### src/rtl/rgb_pwm_fader.sv
// rtl/rgb_pwm_fader.sv - multi-channel PWM generator with period-synchronous duty fading
//
// Purpose:
//   A shared timebase produces ticks. A DEPTH-bit PWM counter runs 0 .. 2^DEPTH-2,
//   so one period is 2^DEPTH-1 ticks. Each channel output is high while the count
//   is below that channel's active duty. Active duties change only at period
//   boundaries, which keeps every period glitch free.
//
// Build option:
//   RGB_PWM_FADE_EN defined   - each boundary moves the duty toward its target by
//                               fade_step_i, saturating at the target.
//   RGB_PWM_FADE_EN undefined - each boundary copies the target into the duty;
//                               fade_step_i is ignored.
//
// Ports:
//   clk_i        sole clock, rising edge
//   rst_ni       synchronous active-low reset
//   enable_i     runs timebase and PWM; low clears counters and outputs
//   clk_div_i    tick period minus one, in clk_i cycles
//   target_i     packed target duties, channel c at [DEPTH*(c+1)-1 : DEPTH*c]
//   load_i       single-cycle strobe capturing target_i
//   fade_step_i  per-period duty step (0 freezes fading)
//   pwm_o        registered PWM outputs, active high
//   period_o     one-cycle pulse when the PWM counter returns to 0
//   done_o       high when every duty equals its target
module rgb_pwm_fader #(
  parameter int N_CH   = 6,
  parameter int DEPTH  = 8,
  parameter int DIV_W  = 16,
  parameter int STEP_W = 4
) (
  input  logic                    clk_i,
  input  logic                    rst_ni,
  input  logic                    enable_i,
  input  logic [DIV_W-1:0]        clk_div_i,
  input  logic [N_CH*DEPTH-1:0]   target_i,
  input  logic                    load_i,
  input  logic [STEP_W-1:0]       fade_step_i,
  output logic [N_CH-1:0]         pwm_o,
  output logic                    period_o,
  output logic                    done_o
);

  // Last count of a period: 2^DEPTH-2.
  localparam logic [DEPTH-1:0] CNT_LAST = {{(DEPTH-1){1'b1}}, 1'b0};

  logic [DIV_W-1:0] div_cnt;
  logic [DEPTH-1:0] pwm_cnt;
  logic [DEPTH-1:0] pwm_cnt_nxt;
  logic             tick;
  logic             boundary;
  logic [DEPTH-1:0] duty_q   [N_CH];
  logic [DEPTH-1:0] tgt_q    [N_CH];
  logic [DEPTH-1:0] duty_nxt [N_CH];

  assign tick        = enable_i && (div_cnt == '0);
  assign boundary    = tick && (pwm_cnt == CNT_LAST);
  assign pwm_cnt_nxt = boundary ? '0 : pwm_cnt + DEPTH'(1);

`ifdef RGB_PWM_FADE_EN
  // Wide enough that duty +/- step can never wrap, whatever STEP_W is.
  localparam int AW = ((STEP_W > DEPTH) ? STEP_W : DEPTH) + 1;

  always_comb begin : fade_calc
    logic [AW-1:0] d;
    logic [AW-1:0] t;
    logic [AW-1:0] s;
    d = '0;
    t = '0;
    s = AW'(fade_step_i);
    for (int c = 0; c < N_CH; c++) begin
      duty_nxt[c] = duty_q[c];
      d = AW'(duty_q[c]);
      t = AW'(tgt_q[c]);
      if (boundary) begin
        // Land exactly on the target when the remaining gap is within one step.
        if (d < t) begin
          duty_nxt[c] = (t - d <= s) ? tgt_q[c] : DEPTH'(d + s);
        end else if (d > t) begin
          duty_nxt[c] = (d - t <= s) ? tgt_q[c] : DEPTH'(d - s);
        end
      end
    end
  end
`else
  logic unused_fade_step;
  assign unused_fade_step = ^fade_step_i;

  always_comb begin
    for (int c = 0; c < N_CH; c++) begin
      duty_nxt[c] = boundary ? tgt_q[c] : duty_q[c];
    end
  end
`endif

  always_ff @(posedge clk_i) begin
    if (!rst_ni) begin
      div_cnt  <= '0;
      pwm_cnt  <= '0;
      pwm_o    <= '0;
      period_o <= 1'b0;
      for (int c = 0; c < N_CH; c++) begin
        duty_q[c] <= '0;
        tgt_q[c]  <= '0;
      end
    end else begin
      // Targets written here are first seen by the fade logic at the next
      // boundary, so a load landing on a boundary uses the old targets there.
      if (load_i) begin
        for (int c = 0; c < N_CH; c++) begin
          tgt_q[c] <= target_i[DEPTH*c +: DEPTH];
        end
      end
      for (int c = 0; c < N_CH; c++) begin
        duty_q[c] <= duty_nxt[c];
      end
      if (!enable_i) begin
        // Cleared counters make a re-enable start a fresh period at count 0.
        div_cnt  <= '0;
        pwm_cnt  <= '0;
        pwm_o    <= '0;
        period_o <= 1'b0;
      end else begin
        period_o <= boundary;
        if (tick) begin
          div_cnt <= clk_div_i;
          pwm_cnt <= pwm_cnt_nxt;
          // Compare against the post-boundary duty so a new period starts
          // with its new duty from count 0.
          for (int c = 0; c < N_CH; c++) begin
            pwm_o[c] <= (pwm_cnt_nxt < duty_nxt[c]);
          end
        end else begin
          div_cnt <= div_cnt - DIV_W'(1);
        end
      end
    end
  end

  always_comb begin
    done_o = 1'b1;
    for (int c = 0; c < N_CH; c++) begin
      if (duty_q[c] != tgt_q[c]) done_o = 1'b0;
    end
  end

endmodule

### config.mk
export PLATFORM = sky130hd
export DESIGN_NAME = rgb_pwm_fader
export DESIGN_NICKNAME = d
export VERILOG_FILES = /design/src/rtl/rgb_pwm_fader.sv
export SDC_FILE = /design/constraint.sdc
export NUM_CORES = 1
export LEC_CHECK = 0
export ABC_CLOCK_PERIOD_IN_PS = 2950
export CORE_MARGIN = 2
export CORE_UTILIZATION = 40
export CTS_BUF_LIST = sky130_fd_sc_hd__clkbuf_8
export DETAILED_ROUTE_END_ITERATION = 7
export GPL_ROUTABILITY_DRIVEN = 1
export PLACE_DENSITY = 0.68
export SYNTH_ARGS = -nofsm -noshare
export SYNTH_HDL_FRONTEND = slang
export SYNTH_SLANG_ARGS = --single-unit
### constraint.sdc
create_clock -name clk_i -period 2.95 [get_ports clk_i]
set_input_delay 0.59 -clock clk_i [delete_from_list [all_inputs] [get_ports clk_i]]
set_output_delay 0.59 -clock clk_i [all_outputs]
set_load 0.05 [all_outputs]
; After elaboration in Yosys (flattened, before gate mapping)
; Memories as Yosys holds them, arrays and structs flattened.
; Index checks and enable logic that the tools add are counted.
[op_classes]
n_eq_ne = 7
addsub = 2
magnitude_cmp = 6
n_reduce_logical = 4
muxes = 31
bitwise = 12
[ops]
columns = operator, n
row1 = $mux W8, 19
row2 = $lt A8 B8 Y1, 6
row3 = $ne A8 B8 Y1, 6
row4 = $logic_not A16 Y1, 1
row5 = $mux W16, 1
row6 = $sub A16 B1 Y16 const B, 1
row7 = $or A1 B1 Y1, 12
row8 = $mux W1, 11
row9 = $add A8 B1 Y8 const B, 1
row10 = $eq A8 B8 Y1 const B, 1
row11 = $logic_and A1 B1 Y1, 2
row12 = $reduce_and A2 Y1, 1
[word_totals]
input_bits = 72
ram_bits = 96
register_bits = 31
out_inout_bits = 8
wordCells = 68
memories = 2
[mem_list]
columns = name, depth, word_bits, read_ports, rd_clocked_by_memory_dff, wr, line_no
row1 = duty_q, 6, 8, 6, 0, 6, 52  ; logic [DEPTH-1:0] duty_q [N_CH];
row2 = tgt_q, 6, 8, 6, 0, 6, 53  ; logic [DEPTH-1:0] tgt_q [N_CH];

; Logic depth before layout (Yosys ltp)
[logic_depth]
depth_word = 7
mapped_depth = 16
ltp_nobuf = 12

; Worst setup path before layout
; OpenSTA, ideal clock, no wires.
[synth_path]
path_kind = input -> register
startpoint = input enable_i
endpoint = register pwm_o[4]
required_ns = 2.833
setup_slack_ns = -0.234
n_path_buf = 3
setup_ns = 0.117
cell_stages = 13
arrival_ns = 3.067
path_cell_list = or4bb_1 nor4_4 and2_1 buf_4 buf_6 buf_6 nor2_1 ha_1 and4_1 o211ai_1 a31oi_1 o21ai_0 a32o_1
[synth_via]
elab_chain_cells = 4
word_cells_on_any_way = 6
cone_classes = 1 x order compare / 2 x mux / 3 x reduce/logical
[synth_rtl]
columns = item, line_no
row1 = start: declaration, 34  ; input logic enable_i,
row2 = $logic_and A1 B1 Y1, 56  ; assign tick = enable_i && (div_cnt == '0);
row3 = $logic_and A1 B1 Y1, 57  ; assign boundary = tick && (pwm_cnt == CNT_LAST);
row4 = $mux W8, 58  ; assign pwm_cnt_nxt = boundary ? '0 : pwm_cnt + DEPTH'(1);
row5 = via pwm_cnt_nxt[7], 49  ; logic [DEPTH-1:0] pwm_cnt_nxt;
row6 = $lt A8 B8 Y1, 131  ; pwm_o[c] <= (pwm_cnt_nxt < duty_nxt[c]);
row7 = end signal: indexed assignment, 131
row8 = end: declaration, 39  ; output logic [N_CH-1:0] pwm_o,
; The timed path passes the listed nets, and every way through them passes these cells.
; A chain may end at the register's enable or synchronous reset.

; Worst setup path after layout
[layout_path]
startpoint = register div_cnt[12]
endpoint = register pwm_o[5]
[layout_via]
elab_chain_cells = 5
word_cells_on_any_way = 6
cone_classes = 1 x order compare / 2 x mux / 3 x reduce/logical
[layout_rtl]
columns = item, line_no
row1 = start: declaration, 47  ; logic [DIV_W-1:0] div_cnt;
row2 = start signal: assignment, 126  ; div_cnt <= clk_div_i;
row3 = start signal: assignment, 134  ; div_cnt <= div_cnt - DIV_W'(1);
row4 = $logic_not A16 Y1 *, 56
row5 = $logic_and A1 B1 Y1 *, 56
row6 = $logic_and A1 B1 Y1, 57
row7 = "$mux W8, on equally long branches", "58, 91"
row8 = $lt A8 B8 Y1, 131
; Every way passes the cells marked *; elsewhere a longest branch is shown, timed or not.

==> reports/results.txt <==
CP Launch Type - flop
Hold WC Path Type - reg -> reg
DR WL/cell - 17.59 µm
Root Buffer - clkbuf_8
number of CTS-inserted buffers - 17
sequential power share - 0.442
top cells by count, synth - dfxtp_1, xor2_1, and3_1, edfxtp_1, ha_1
Std-Cell Rows - 47
num ports - 80
crit share post-route - 1.031
Net Sw Frac - 0.3066
Final Non-Filler Cells - 1011
Vias - 5389
final instance area - 0.008984 mm²
die area - 0.01772 mm²
Worst Hold Depth - 2
Bufs on Longest Clock Path - 2
final hold vios - 0
drt drc - 0
failing checks - negative setup slack
setup ws final - -0.09090 ns
Sink Count - 127
Routed Antenna Nets - 0
synth-to-layout area growth - 34.68%
PD cells - 511.6 mW/mm²
fin nets - 896
Post-Synthesis Net Count - 755
Pint - 3.187 mW
largest net degree at the start of global routing - 71
crit path DAT - 3.39 ns
Setup TNS Final - -0.4311 ns
Psw - 1.409 mW
TritonCTS clock tree - built
EDFF count, synth - 48
IO buf count - 75
share of the yosys chip area belonging to registers - 0.4532
clk_skew - 0.01691 ns
# setup viols final - 6
Gate Count Post-Synth - 637
Avg Cell Area, Syn - 10.47 µm²
main area contributors after synthesis - dfxtp_1, edfxtp_1, ha_1, xor2_1, mux2i_1
max-slew violations - 0
Chip Height - 133.1 µm
Clk pwr share - 0.319
count leader, synth - dfxtp_1
leakage - 3.869 nW
Critical Path Fanout Max - 6
Ys Warns - 0
Tot GR Track Use - 0.2051
DR vias/cell - 5.330
clk_lat worst skew - 0.45 ns
WP data required - 3.30 ns
vias in the first global route - 5505
Max Cap Violations - 0
grt total ovfl - 0
Pre-antenna DRT Iters - 8
register clock-pin slew on the reported worst setup and hold paths - 0.08 ns
Worst Tran Pin Value - 0.6591 ns
DRT iter0 DRCs - 351
post-synth top area share - 0.2371
placed instance area - 0.008113 mm²
outcome - finished with violations
share of layout cells above drive strength 1 - 0.2137
total power - 4.596 mW
#FFs+latches synth - 127
initial antenna violation count - 0
first-pass GRT wire length - 28230 µm
Post-Place Cells - 965
ys async rst share - 0
Fillers - 1416
Post-synth top flop - dfxtp_1
relative slew slack - 0.5590
kind of end point of the critical path - flop
antenna cells - 0
fmax - 328.9 MHz
Worst Reg-to-Reg Cells - 13
min Tclk post-route - 3.041 ns
Combinational Power Share - 0.239
Netlist cell types - 39
final wirelength - 17780 µm
largest vdd supply drop - 0.3228 mV
H-tree depth - 4
RSZ-0062 raised after global routing - true
gpl congestion - 0.8968
Core Region - 0.01647 mm²
Final HPWL DP - 12280 µm
Die Width - 133.1 µm
Crit Path Class - reg -> reg
Starting Density - 0.4051
Mapped Area - 0.006670 mm²
utilization after layout - 0.5456
Synth area leader - dfxtp_1
path summary, 6_finish.rpt:
path	from	end	slack, ns
setup reg to reg	div_cnt[12]$_SDFF_PN0_	pwm_o[5]$_SDFFE_PN0P_	-0.09
setup / recovery	div_cnt[12]$_SDFF_PN0_	pwm_o[5]$_SDFFE_PN0P_	-0.09
hold / removal	duty_q[0][24]$_SDFF_PN0_	duty_q[0][24]$_SDFF_PN0_	0.49
hold reg to reg	duty_q[0][24]$_SDFF_PN0_	duty_q[0][24]$_SDFF_PN0_	0.49
worst max-delay path, stage by stage (launching register included):
cell and delay [ns]:
dfxtp_2 0.32, or4_4 0.57, nor4_4 0.30, buf_6 0.17, and2_4 0.17, buf_8 0.14
buf_12 0.14, mux2i_4 0.24, ha_1 0.15, and4_1 0.21, o211ai_1 0.09, a31oi_1 0.14
o21ai_1 0.09, a32o_2 0.22
placed cells by master, fill, tap and decap left out, types with 4 or more instances in the layout:
cell type        synthesis  final
a31oi_1                  7      7
xor2_1                  58     58
o211ai_1                13     13
ha_1                    46     41
mux2i_1                 42     22
or3_1                   10     10
mux2i_4                  0      9
nand3_1                  5      5
buf_12                   0      5
clkinvlp_4               0      5
o21a_1                   6      6
clkdlybuf4s50_1          0     72
and4_1                   6      5
nor2_2                   0      4
nor4_1                  17     15
nor2_1                  25     20
a32o_1                   6      5
nor2b_1                 42     42
xnor2_1                  9      9
mux2i_2                  0     11
buf_4                    1     74
o21ai_0                 20     12
and3_1                  51     51
dfxtp_1                 79     77
a21boi_0                 4      4
edfxtp_1                48     48
o21ai_1                  0      8
ha_4                     0      5
nand2_1                 39     38
nand4_1                  4      4
a21oi_1                 18     18
clkbuf_8                 0     18
nor3_1                  10      8
a211oi_1                11     11
inv_6                    0      5
layer usage:
| metal | wire (µm) | share of wire | vias to the layer above | global-route usage |
|---|---|---|---|---|
| li1 | - | - | 2614 | - |
| met1 | 7804 | 0.44 | 2591 | 0.2553 |
| met2 | 8511 | 0.48 | 145 | 0.3448 |
| met3 | 816 | 0.046 | 39 | 0.04148 |
| met4 | 651 | 0.037 | 0 | 0.09338 |
| met5 | 0 | 0 | - | 0 |
power by group through the flow:
| stage | clock (mW) | sequential, mW | combinational (mW) |
|---|---|---|---|
| 5_1_grt | 1.57 | 2.05 | 1.19 |
| 4_1_cts | 1.50 | 2.03 | 1.06 |
| 3_5_place_dp | 0 | 2.06 | 1.02 |
| 3_3_place_gp | 0 | 2.05 | 0.995 |
| 2_1_floorplan | 0 | 2.06 | 0.582 |
| 6_report | 1.47 | 2.03 | 1.10 |
stage by stage:
step	hold slack (ns)	worst slack (ns)
floorplan	0.4555	-0.1946
global placement	0.4629	-0.7741
detailed placement	0.4760	-0.8837
CTS	0.4877	-0.2102
global route	0.5082	-0.2365
finish	0.4865	-0.09090
final cells by class:
cell class,instances,area [µm²],area share
well taps,220,275.3,0.03064
clock buffers,18,247.7,0.02758
clock inverters,14,132.6,0.01476
multi-input cells,471,3825,0.4258
repair buffers,158,1466,0.1632
inverters,3,11.26,0.001253
flip-flops and latches,127,3025,0.3368
state kept, by name (all words and copies together), names as in the netlist:
register	count
pwm_cnt	8
pwm_o	6
tgt_q	48
period_o	1
duty_q	48
div_cnt	16
repair_timing:
action | CTS | global route
pin swaps | 10 | 13
gates cloned | 2 | 0
resized for setup | 59 | 18
buffers inserted | 10 | 3
hold buffers | 0 | 0
endpoints found under the setup margin | 7 | 7
cells by family after synthesis:
kind of cell / synth area share
fa+ha+maj: 0.08629
xor+xnor: 0.08798
buf+inv: 0.02682
mux: 0.06303
flops: 0.4532
simple gates: 0.1926
compound gates: 0.09004
(Power assumes the default switching activity.)
